$ cat config.mk
export PLATFORM = sky130hd
export DESIGN_NAME = tristate_sense
export DESIGN_NICKNAME = d
export VERILOG_FILES = /design/src/rtl/tristate_sense_pkg.sv /design/src/rtl/sync_2ff.sv /design/src/rtl/tristate_sense.sv
export SDC_FILE = /design/constraint.sdc
export NUM_CORES = 1
export LEC_CHECK = 0
export ABC_CLOCK_PERIOD_IN_PS = 2300
export CAP_MARGIN = 10
export CORE_MARGIN = 2
export CORE_UTILIZATION = 51
export CTS_BUF_LIST = sky130_fd_sc_hd__clkbuf_8
export CTS_CLUSTER_SIZE = 40
export DETAILED_ROUTE_END_ITERATION = 8
export PLACE_DENSITY_LB_ADDON = 0.08
export SYNTH_ARGS = -nofsm -noshare
export SYNTH_HDL_FRONTEND = slang
export SYNTH_SLANG_ARGS = --single-unit
$ cat constraint.sdc
create_clock -name clk -period 2.3 [get_ports clk]
set_input_delay 0.46 -clock clk [delete_from_list [all_inputs] [get_ports clk]]
set_output_delay 0.46 -clock clk [all_outputs]
set_load 0.05 [all_outputs]
$ cat src/rtl/tristate_sense_pkg.sv
// Shared level encodings, FSM states and sequence helpers for the tristate
// exerciser/sense pair.
package tristate_sense_pkg;

  localparam logic [1:0] LVL_LOW     = 2'b00;
  localparam logic [1:0] LVL_HIGH    = 2'b01;
  localparam logic [1:0] LVL_FLOAT   = 2'b10;
  localparam logic [1:0] LVL_UNKNOWN = 2'b11;

  typedef enum logic [2:0] {
    DRIVE_HI,
    SAMPLE_HI,
    DRIVE_LO,
    SAMPLE_LO,
    EVAL
  } state_t;

  // A pin that follows the probe is floating; one that disagrees with it is a glitch.
  function automatic logic [1:0] classify(input logic s_hi, input logic s_lo);
    case ({s_hi, s_lo})
      2'b00:   return LVL_LOW;
      2'b11:   return LVL_HIGH;
      2'b10:   return LVL_FLOAT;
      default: return LVL_UNKNOWN;
    endcase
  endfunction

  // LVL_UNKNOWN as a result means "either driven level is acceptable".
  function automatic logic [1:0] next_expected(input logic [1:0] last_driven,
                                               input logic [1:0] prev_level);
    if (prev_level == LVL_LOW || prev_level == LVL_HIGH)
      return LVL_FLOAT;
    else if (last_driven == LVL_LOW)
      return LVL_HIGH;
    else if (last_driven == LVL_HIGH)
      return LVL_LOW;
    else
      return LVL_UNKNOWN;
  endfunction

endpackage

$ cat src/rtl/sync_2ff.sv
// Two-flop synchronizer with synchronous active-low reset, for asynchronous pin inputs.
module sync_2ff (
  input  logic clk,
  input  logic rst_n,
  input  logic d,
  output logic q
);

  logic meta;

  always_ff @(posedge clk) begin
    if (!rst_n) begin
      meta <= 1'b0;
      q    <= 1'b0;
    end else begin
      meta <= d;
      q    <= meta;
    end
  end

endmodule

$ cat src/rtl/tristate_sense.sv
// Weak-probe pin classifier: measures LOW/HIGH/FLOAT, debounces the result and
// checks the accepted levels against the exerciser's 0, Z, 1, Z pattern.
module tristate_sense
  import tristate_sense_pkg::*;
#(
  parameter int SETTLE    = 16,
  parameter int CONFIRM   = 3,
  parameter int ERR_WIDTH = 8
) (
  input  logic                 clk,
  input  logic                 rst_n,
  input  logic                 pin_in,
  output logic                 probe,
  output logic [1:0]           level,
  output logic                 changed,
  output logic                 seq_error,
  output logic [ERR_WIDTH-1:0] err_count,
  output logic                 locked
);

  localparam int SW = $clog2(SETTLE);
  localparam int CW = $clog2(CONFIRM + 1);
  localparam logic [SW-1:0] SETTLE_LAST = SW'(SETTLE - 1);
  localparam logic [CW-1:0] CONFIRM_N   = CW'(CONFIRM);

  logic          pin_s;
  state_t        state;
  logic [SW-1:0] settle_cnt;
  logic [CW-1:0] conf_cnt;
  logic [CW-1:0] conf_next;
  logic [1:0]    prev_cand;
  logic [1:0]    last_driven;
  logic [1:0]    cand;
  logic [1:0]    expected;
  logic          cand_driven;
  logic          accept;
  logic          violation;
  logic          s_hi;
  logic          s_lo;

  sync_2ff u_sync (
    .clk   (clk),
    .rst_n (rst_n),
    .d     (pin_in),
    .q     (pin_s)
  );

  always_comb begin
    cand        = classify(s_hi, s_lo);
    cand_driven = (cand == LVL_LOW) || (cand == LVL_HIGH);
    conf_next   = CW'(1);
    if (cand == LVL_UNKNOWN)
      conf_next = '0;
    else if (cand == prev_cand)
      conf_next = (conf_cnt == CONFIRM_N) ? conf_cnt : conf_cnt + 1'b1;
    accept    = (conf_next == CONFIRM_N) && (cand != level);
    expected  = next_expected(last_driven, level);
    violation = !((cand == expected) || (expected == LVL_UNKNOWN && cand_driven));
  end

  // Probe samples are plain data; reset only restarts the measurement around them.
  always_ff @(posedge clk) begin
    if (state == SAMPLE_HI) s_hi <= pin_s;
    if (state == SAMPLE_LO) s_lo <= pin_s;
  end

  always_ff @(posedge clk) begin
    if (!rst_n) begin
      state       <= DRIVE_HI;
      settle_cnt  <= '0;
      probe       <= 1'b1;
      conf_cnt    <= '0;
      prev_cand   <= LVL_UNKNOWN;
      last_driven <= LVL_UNKNOWN;
      level       <= LVL_UNKNOWN;
      changed     <= 1'b0;
      seq_error   <= 1'b0;
      err_count   <= '0;
      locked      <= 1'b0;
    end else begin
      changed   <= 1'b0;
      seq_error <= 1'b0;
      case (state)
        DRIVE_HI: begin
          if (settle_cnt == SETTLE_LAST) begin
            settle_cnt <= '0;
            state      <= SAMPLE_HI;
          end else begin
            settle_cnt <= settle_cnt + 1'b1;
          end
        end
        SAMPLE_HI: begin
          probe <= 1'b0;
          state <= DRIVE_LO;
        end
        DRIVE_LO: begin
          if (settle_cnt == SETTLE_LAST) begin
            settle_cnt <= '0;
            state      <= SAMPLE_LO;
          end else begin
            settle_cnt <= settle_cnt + 1'b1;
          end
        end
        SAMPLE_LO: state <= EVAL;
        EVAL: begin
          probe     <= 1'b1;
          state     <= DRIVE_HI;
          conf_cnt  <= conf_next;
          prev_cand <= cand;
          if (accept) begin
            level   <= cand;
            changed <= 1'b1;
            if (cand_driven) last_driven <= cand;
            if (!locked) begin
              locked <= 1'b1;
            end else if (violation) begin
              seq_error <= 1'b1;
              if (err_count != '1) err_count <= err_count + 1'b1;
            end
          end
        end
        default: begin
          state      <= DRIVE_HI;
          settle_cnt <= '0;
          probe      <= 1'b1;
        end
      endcase
    end
  end

endmodule

Word-level counts from Yosys, hierarchy flattened
Cells that the tools add are included.
{ "classes": {"reduce_logical": 19, "mux": 15, "n_bitwise": 1, "n_addsub": 3, "n_eq_ne": 20} }
{ "ops": {"columns": ["operator", "n"], "rows": [
  ["2-bit equality test (second input constant)", 6],
  ["2-bit 2-to-1 mux", 6],
  ["3-bit one-hot mux with 4 select lines", 1],
  ["8-bit by 1-bit adder with 8-bit output (second input constant)", 1],
  ["2-bit zero test", 4],
  ["8-bit inequality test (second input constant)", 1],
  ["4-bit one-hot mux with 2 select lines", 1],
  ["2-bit by 1-bit equality test with 1-bit output (second input constant)", 3],
  ["3-bit by 2-bit equality test with 1-bit output (second input constant)", 2],
  ["3-bit 2-to-1 mux", 2],
  ["2-bit one-hot mux with 3 select lines", 1],
  ["2-bit AND reduction", 3],
  ["3-bit OR reduction", 2],
  ["5-bit AND reduction", 1],
  ["4-bit by 1-bit adder with 4-bit output (second input constant)", 1],
  ["2-bit equality test", 2],
  ["4-bit equality test (second input constant)", 1],
  ["4-bit 2-to-1 mux", 1],
  ["2-bit inequality test (second input constant)", 2],
  ["4-bit AND reduction", 1],
  ["3-bit by 1-bit equality test with 1-bit output (second input constant)", 1],
  ["3-bit equality test (second input constant)", 1],
  ["3-bit zero test", 1],
  ["1-bit logical OR", 3],
  ["8 further kinds", 10]
]} }
{ "word_totals": {"output_inout_bits": 14, "word_cells": 73, "regBits": 31, "input_bits": 3} }

Logic depth before layout (Yosys ltp)
{ "logic_depth": {"word_depth": 9, "ltp_mapped": 9, "depth_no_buf": 7} }

By module
Synthesis repeated with hierarchy kept, for this count alone.
{ "hier_totals": {"hier_cells": 160, "area_unflattened_um2": 1458.9} }
{ "by_module_without_submodules": {"columns": ["mod", "seq_area_each_um2", "cells_per_inst", "instances", "area_per_inst_um2"], "rows": [
  ["tristate_sense", 600.6, 156, 1, 1406.3],
  ["sync_2ff", 40.0, 4, 1, 52.6]
]} }

Least setup slack after synthesis
Ideal clock, no wire load.
{ "synth_timing": {"path_type": "flip-flop to flip-flop", "start": "reg s_lo", "end": "reg err_count[4]", "path_stages_with_launch": 9, "setup_time_ns": 0.072, "synth_period_minus_slack_ns": 2.061, "n_path_buf": 2, "required_ns": 2.228, "slack_ns": 0.239, "t_arrival_ns": 1.989, "cell_sequence": "edfxtp_1 -> ha_1 -> buf_6 -> o311ai_1 -> o311a_1 -> nand4_2 -> buf_6 -> or3_1 -> a21oi_1"} }
{ "synth_via": {"elab_chain_cells": 8, "word_cells_on_any_way": 19, "classes_between": "8 x eq/ne; 3 x mux; 1 x bitwise; 7 x reduce/logical"} }
{ "synth_rtl": {"columns": ["element", "line", "text"], "rows": [
  ["start: declaration", "tristate_sense.sv:39", "logic s_lo;"],
  ["start signal: assignment", "tristate_sense.sv:64", "if (state == SAMPLE_LO) s_lo <= pin_s;"],
  ["2-bit equality test or 2-bit zero test (tied branches)", "tristate_sense_pkg.sv:20", "case ({s_hi, s_lo})"],
  ["2-bit one-hot mux with 3 select lines (*)", "tristate_sense_pkg.sv:20", null],
  ["2-bit equality test (tied with other cells)", "tristate_sense.sv:54", "else if (cand == prev_cand)"],
  ["2-bit 2-to-1 mux or 1-bit logical OR (tied branches)", "tristate_sense.sv:54, tristate_sense.sv:50", null],
  ["2-bit 2-to-1 mux or 1-bit logical AND (tied branches)", "tristate_sense.sv:52, tristate_sense.sv:58", null],
  ["2-bit equality test or 1-bit logical OR (tied branches)", "tristate_sense.sv:56, tristate_sense.sv:58", null],
  ["1-bit logical AND or 1-bit NOT (tied branches)", null, null],
  ["5-bit AND reduction (no line) (*)", null, null],
  ["end signal: assignment", "tristate_sense.sv:118", "if (err_count != '1) err_count <= err_count + 1'b1;"],
  ["end: declaration", "tristate_sense.sv:17", "output logic [ERR_WIDTH-1:0] err_count,"]
]} }
Every way passes the cells marked *; elsewhere a longest branch is shown, timed or not.
A chain may end at the register's enable or synchronous reset.

Worst setup path in the final report
{ "layout_timing": {"start": "reg s_hi", "end": "reg err_count[7]"} }
{ "layout_via": {"elab_chain_cells": 8, "word_cells_on_any_way": 19, "classes_between": "8 x eq/ne; 3 x mux; 1 x bitwise; 7 x reduce/logical"} }
{ "layout_rtl": {"columns": ["element", "line", "text"], "rows": [
  ["start: declaration", "tristate_sense.sv:38", "logic s_hi;"],
  ["start signal: assignment", "tristate_sense.sv:63", "if (state == SAMPLE_HI) s_hi <= pin_s;"],
  ["2-bit equality test or 2-bit zero test (tied branches)", "tristate_sense_pkg.sv:20", null],
  ["2-bit one-hot mux with 3 select lines (*)", "tristate_sense_pkg.sv:20", null],
  ["2-bit equality test (tied with other cells)", "tristate_sense.sv:54", null],
  ["2-bit 2-to-1 mux or 1-bit logical OR (tied branches)", "tristate_sense.sv:54, tristate_sense.sv:50", null],
  ["2-bit 2-to-1 mux or 1-bit logical AND (tied branches)", "tristate_sense.sv:52, tristate_sense.sv:58", null],
  ["2-bit equality test or 1-bit logical OR (tied branches)", "tristate_sense.sv:56, tristate_sense.sv:58", null],
  ["1-bit logical AND or 1-bit NOT (tied branches)", null, null],
  ["5-bit AND reduction (no line) (*)", null, null]
]} }
Marked as above.

==> results.txt <==
- In this run the worst setup path begins at s_hi$_DFFE_PP_.
- Final hold slack: 0.432 ns
- Post-synth top area share: 40.0%
- Total grt overflow: 0
* Setup slack at placement: 0.0861 ns
* Leading cell types in the layout, fill and taps excluded: dfxtp_1 (29), nand2_1 (17), clkdlybuf4s50_1 (16)
* Fraction of the mapped netlist area in compound gates: 13.4%
* Origin of the worst min-delay path: u_sync.meta$_SDFF_PN0_
- CTS root buffer: clkbuf_8
* Largest fanout of any net on the critical path: 7
* Met2 demand-to-capacity share in global routing: 29.7%
- Xor-xnor portion of the synthesized cell area: 1.81%
- For this design the ratio of total power to cell area is 596 nW/um^2.
- Summing the areas of all fa, ha and maj instances in the mapped netlist gives 3.45% of the synthesized area.
- Post-route clock skew: 0.00506 ns
- Number of buffer cells added on primary ports: 16
- Total clock buffers created by CTS: 5
* Status: completed
- Cells after synthesis: 160
- Later-pin clock latency in the skew report: 0.28 ns
- The worst setup path is of the flip-flop to flip-flop kind.
* Fraction of final layout cells with drive strength greater than 1: 12.6%
- GPL Wtd Cong: 0.775
- STA puts the critical path data required time at 2.51 ns.
* Clk slew on worst S/H paths: 0.06 ns
- GR Util met1: 23.1%
- Ports: 17
* Sum of internal, switching and leakage power: 1.04 mW
- After Yosys synthesis, and, or, nand and nor cells account for 27.4% of the synthesized area.
- Number of routed nets with antenna violations: 0
- The max-slew violation count was 0.
- The final layout contains routed wiring with a total length of 2.73 mm.
* Slew at the pin closest to its max-slew limit: 0.504 ns
* Max clock buf depth: 2
* Class of the tightest hold or removal check: flip-flop to flip-flop
* Chip Width: 57.3 um
- Sequential elements use 44.2% of the synthesized area.
- Seq pwr share: 53.2%
- Count of non-filler cells in the finished layout: 213
- Leaving out fill and tap cells, the most frequent cell in the layout is dfxtp_1.
* Mean routed wirelength per cell: 12.8 um
- Number of iterations in the first detailed-routing pass: 4
- Buffers inserted during post-CTS setup optimization: 0
- 0 antenna diodes ended up in the layout.
- The initial utilization of the core area, before any placement, comes to 53.0%.
- The startpoint identified for the worst register-to-register timing path is s_hi$_DFFE_PP_.
* Average footprint of a synthesized cell: 9.06 um^2
* Library cell occupying the most area in the post-synthesis netlist: dfxtp_1
- After global routing, the most crowded layer is met2.
* Number of endpoints failing setup at the final stage: 0
* Warning count from the yosys run: 0
* Post-synthesis mux area share: 4.83%
* Die ar.: 3290 um^2
- Post-Syn Area: 1450 um^2
* Smallest setup slack after layout: 0.143 ns
- Launching element type of the critical path: flip-flop
- In this run the power spent charging and discharging nets is 0.212 mW.
* Overall via count from detail_route: 1181
- The number of nets handed over by synthesis was 167.
- Maximum number of pins on one net before global-route repair: 24
- The clock net in this run drives a total of 31 sinks.
- Comb power frac: 3.0%
* Global-route wire length before repair: 4.64 mm
- Setup repair after global routing left no endpoint under its margin.
- Across the run, the number of max-cap violations was 0.
- STA classifies the critical path endpoint as a flip-flop.
- Maximum frequency from static timing analysis: 464 MHz
- The internal power of the cells totals 0.830 mW.
- Cell total after placement: 205
- The initial antenna violation count is 0.
- Num rows: 19
* Average vias per placed instance: 5.54
* Clock tree from TritonCTS: done
* Cells taking the most area after synthesis: dfxtp_1 (40%), mux2i_1 (4.8%), nand2_1 (4.4%)
- Summed over all nets, the half-perimeter wirelength after detailed placement is 1.92 mm.
- GRT Util Overall: 18.6%
* Leak pwr: 0.657 nW
* Met3 global-route usage: 4.76%
- Number of distinct library cells after synthesis: 45
* Final critical delay including setup and external delays: 2.16 ns
* Fraction of power spent switching nets: 20.4%
* Flop and latch count out of synthesis: 31
* Area growth from synthesis to layout: 20.5%
- The number of global-route vias before repair is 1077.
- The region available for standard cell placement spans 2730 um^2.
- Residual DRC: 0
- Measured against its own limit, the worst slew margin works out to 66.3%.
- Total Neg Setup Slack: 0 ns
* Die height: 57.3 um
* Portion of the clock cycle consumed by the worst path in the final layout: 93.8%
* Iteration-0 DRC Markers: 44
* Number of H-tree levels: 2
* Main combinational cell family by area after synthesis: simple AND/OR/NAND/NOR gates
* Number of hold violations in the final report: 0
* Minimum setup slack among reg-to-reg paths: 0.14 ns
- Of the total power, the clock network draws 43.9%.
* Arrival time of data at the critical path endpoint: 2.36 ns
* Final net count: 188
- Max VDD drop: 0.000588 V
logic make-up (layout without fill, tap and decap cells):
| family | count (synthesis) | in the layout |
|---|---|---|
| AO/OA/AOI/OAI | 29 | 29 |
| XOR/XNOR | 3 | 3 |
| adder cells (fa/ha/maj) | 4 | 4 |
| buffers and inverters | 13 | 35 |
| flip-flops | 31 | 31 |
| multiplexers | 7 | 7 |
| AND/OR/NAND/NOR | 73 | 73 |
layout make-up:
cell class / count / area, um^2
Sequential cell: 31 / 641
Multi-Input combinational cell: 116 / 748
Inverter: 7 / 26.3
Clock buffer: 7 / 96.3
Timing Repair Buffer: 20 / 194
Clock inverter: 1 / 3.75
Fill cell: 236 / 986
Tap cell: 31 / 38.8
cells in the mapped netlist, drive strengths merged:
| cell type | number |
|---|---|
| nor3 | 7 |
| a31oi | 1 |
| clkbuf | 3 |
| nor2 | 14 |
| clkinv | 1 |
| nand3 | 4 |
| o22ai | 1 |
| nor4b | 1 |
| nand4 | 4 |
| xnor2 | 2 |
| o31ai | 1 |
| nand2b | 7 |
| o311a | 2 |
| a311oi | 1 |
| or2 | 1 |
| a21o | 1 |
| or3 | 3 |
| o211ai | 3 |
| o41ai | 1 |
| o21ba | 1 |
| and2 | 5 |
| edfxtp | 2 |
| mux2i | 7 |
| xor2 | 1 |
| a21oi | 8 |
| nor2b | 2 |
| and3 | 4 |
| dfxtp | 29 |
| and4 | 1 |
| ha | 4 |
| a211oi | 1 |
| nand2 | 17 |
| o21ai | 6 |
| a2bb2oi | 1 |
| nor3b | 2 |
| inv | 6 |
| o311ai | 1 |
| buf | 3 |
| and2b | 1 |
repair_timing:
item	CTS	global route
gates resized for setup	0	3
endpoints found under the setup margin	0	4
hold buffers	0	0
final timing paths:
| path | to | cells past startpoint |
|---|---|---|
| min reg2reg | u_sync.q$_SDFF_PN0_ | 1 |
| min | u_sync.q$_SDFF_PN0_ | 1 |
| max reg2reg | err_count[7]$_SDFFE_PN0P_ | 7 |
| max | err_count[7]$_SDFFE_PN0P_ | 7 |
power by group through the flow:
stage,sequential [mW],clock [mW],combinational (mW)
final,0.554,0.457,0.0309
after global routing,0.554,0.490,0.0359
after CTS,0.554,0.474,0.0316
after global placement,0.565,0,0.0292
after detailed placement,0.566,0,0.0315
after floorplan,0.564,0,0.0203
per-layer routing:
metal / vias up / wire (um) / share of wire (%)
li1: 608 / - / -
met1: 547 / 1270 / 47
met2: 21 / 1300 / 48
met3: 5 / 106 / 3.9
met4: 0 / 46 / 1.7
met5: - / 0 / 0
registers in the layout, summed over array words and instances (netlist names), 2 cells and up:
register and cells:
state 3, err_count 8, level 2, last_driven 2, conf_cnt 2, settle_cnt 4
prev_cand 2
through the flow:
stage | utilization, % | instance area, um^2
global placement | 59.8 | 1630
CTS | 63.4 | 1730
detailed placement | 59.8 | 1630
floorplan | - | 1450
finish | 63.9 | 1750
global route | 63.9 | 1750
critical path, stage by stage (launching register included):
cell and delay (ns):
edfxtp_1 0.38, inv_1 0.07, ha_2 0.32, o311ai_2 0.30, o311a_1 0.22, nand4_2 0.16, or3_2 0.48, a21oi_1 0.14
Power figures use the tool's default switching activity.
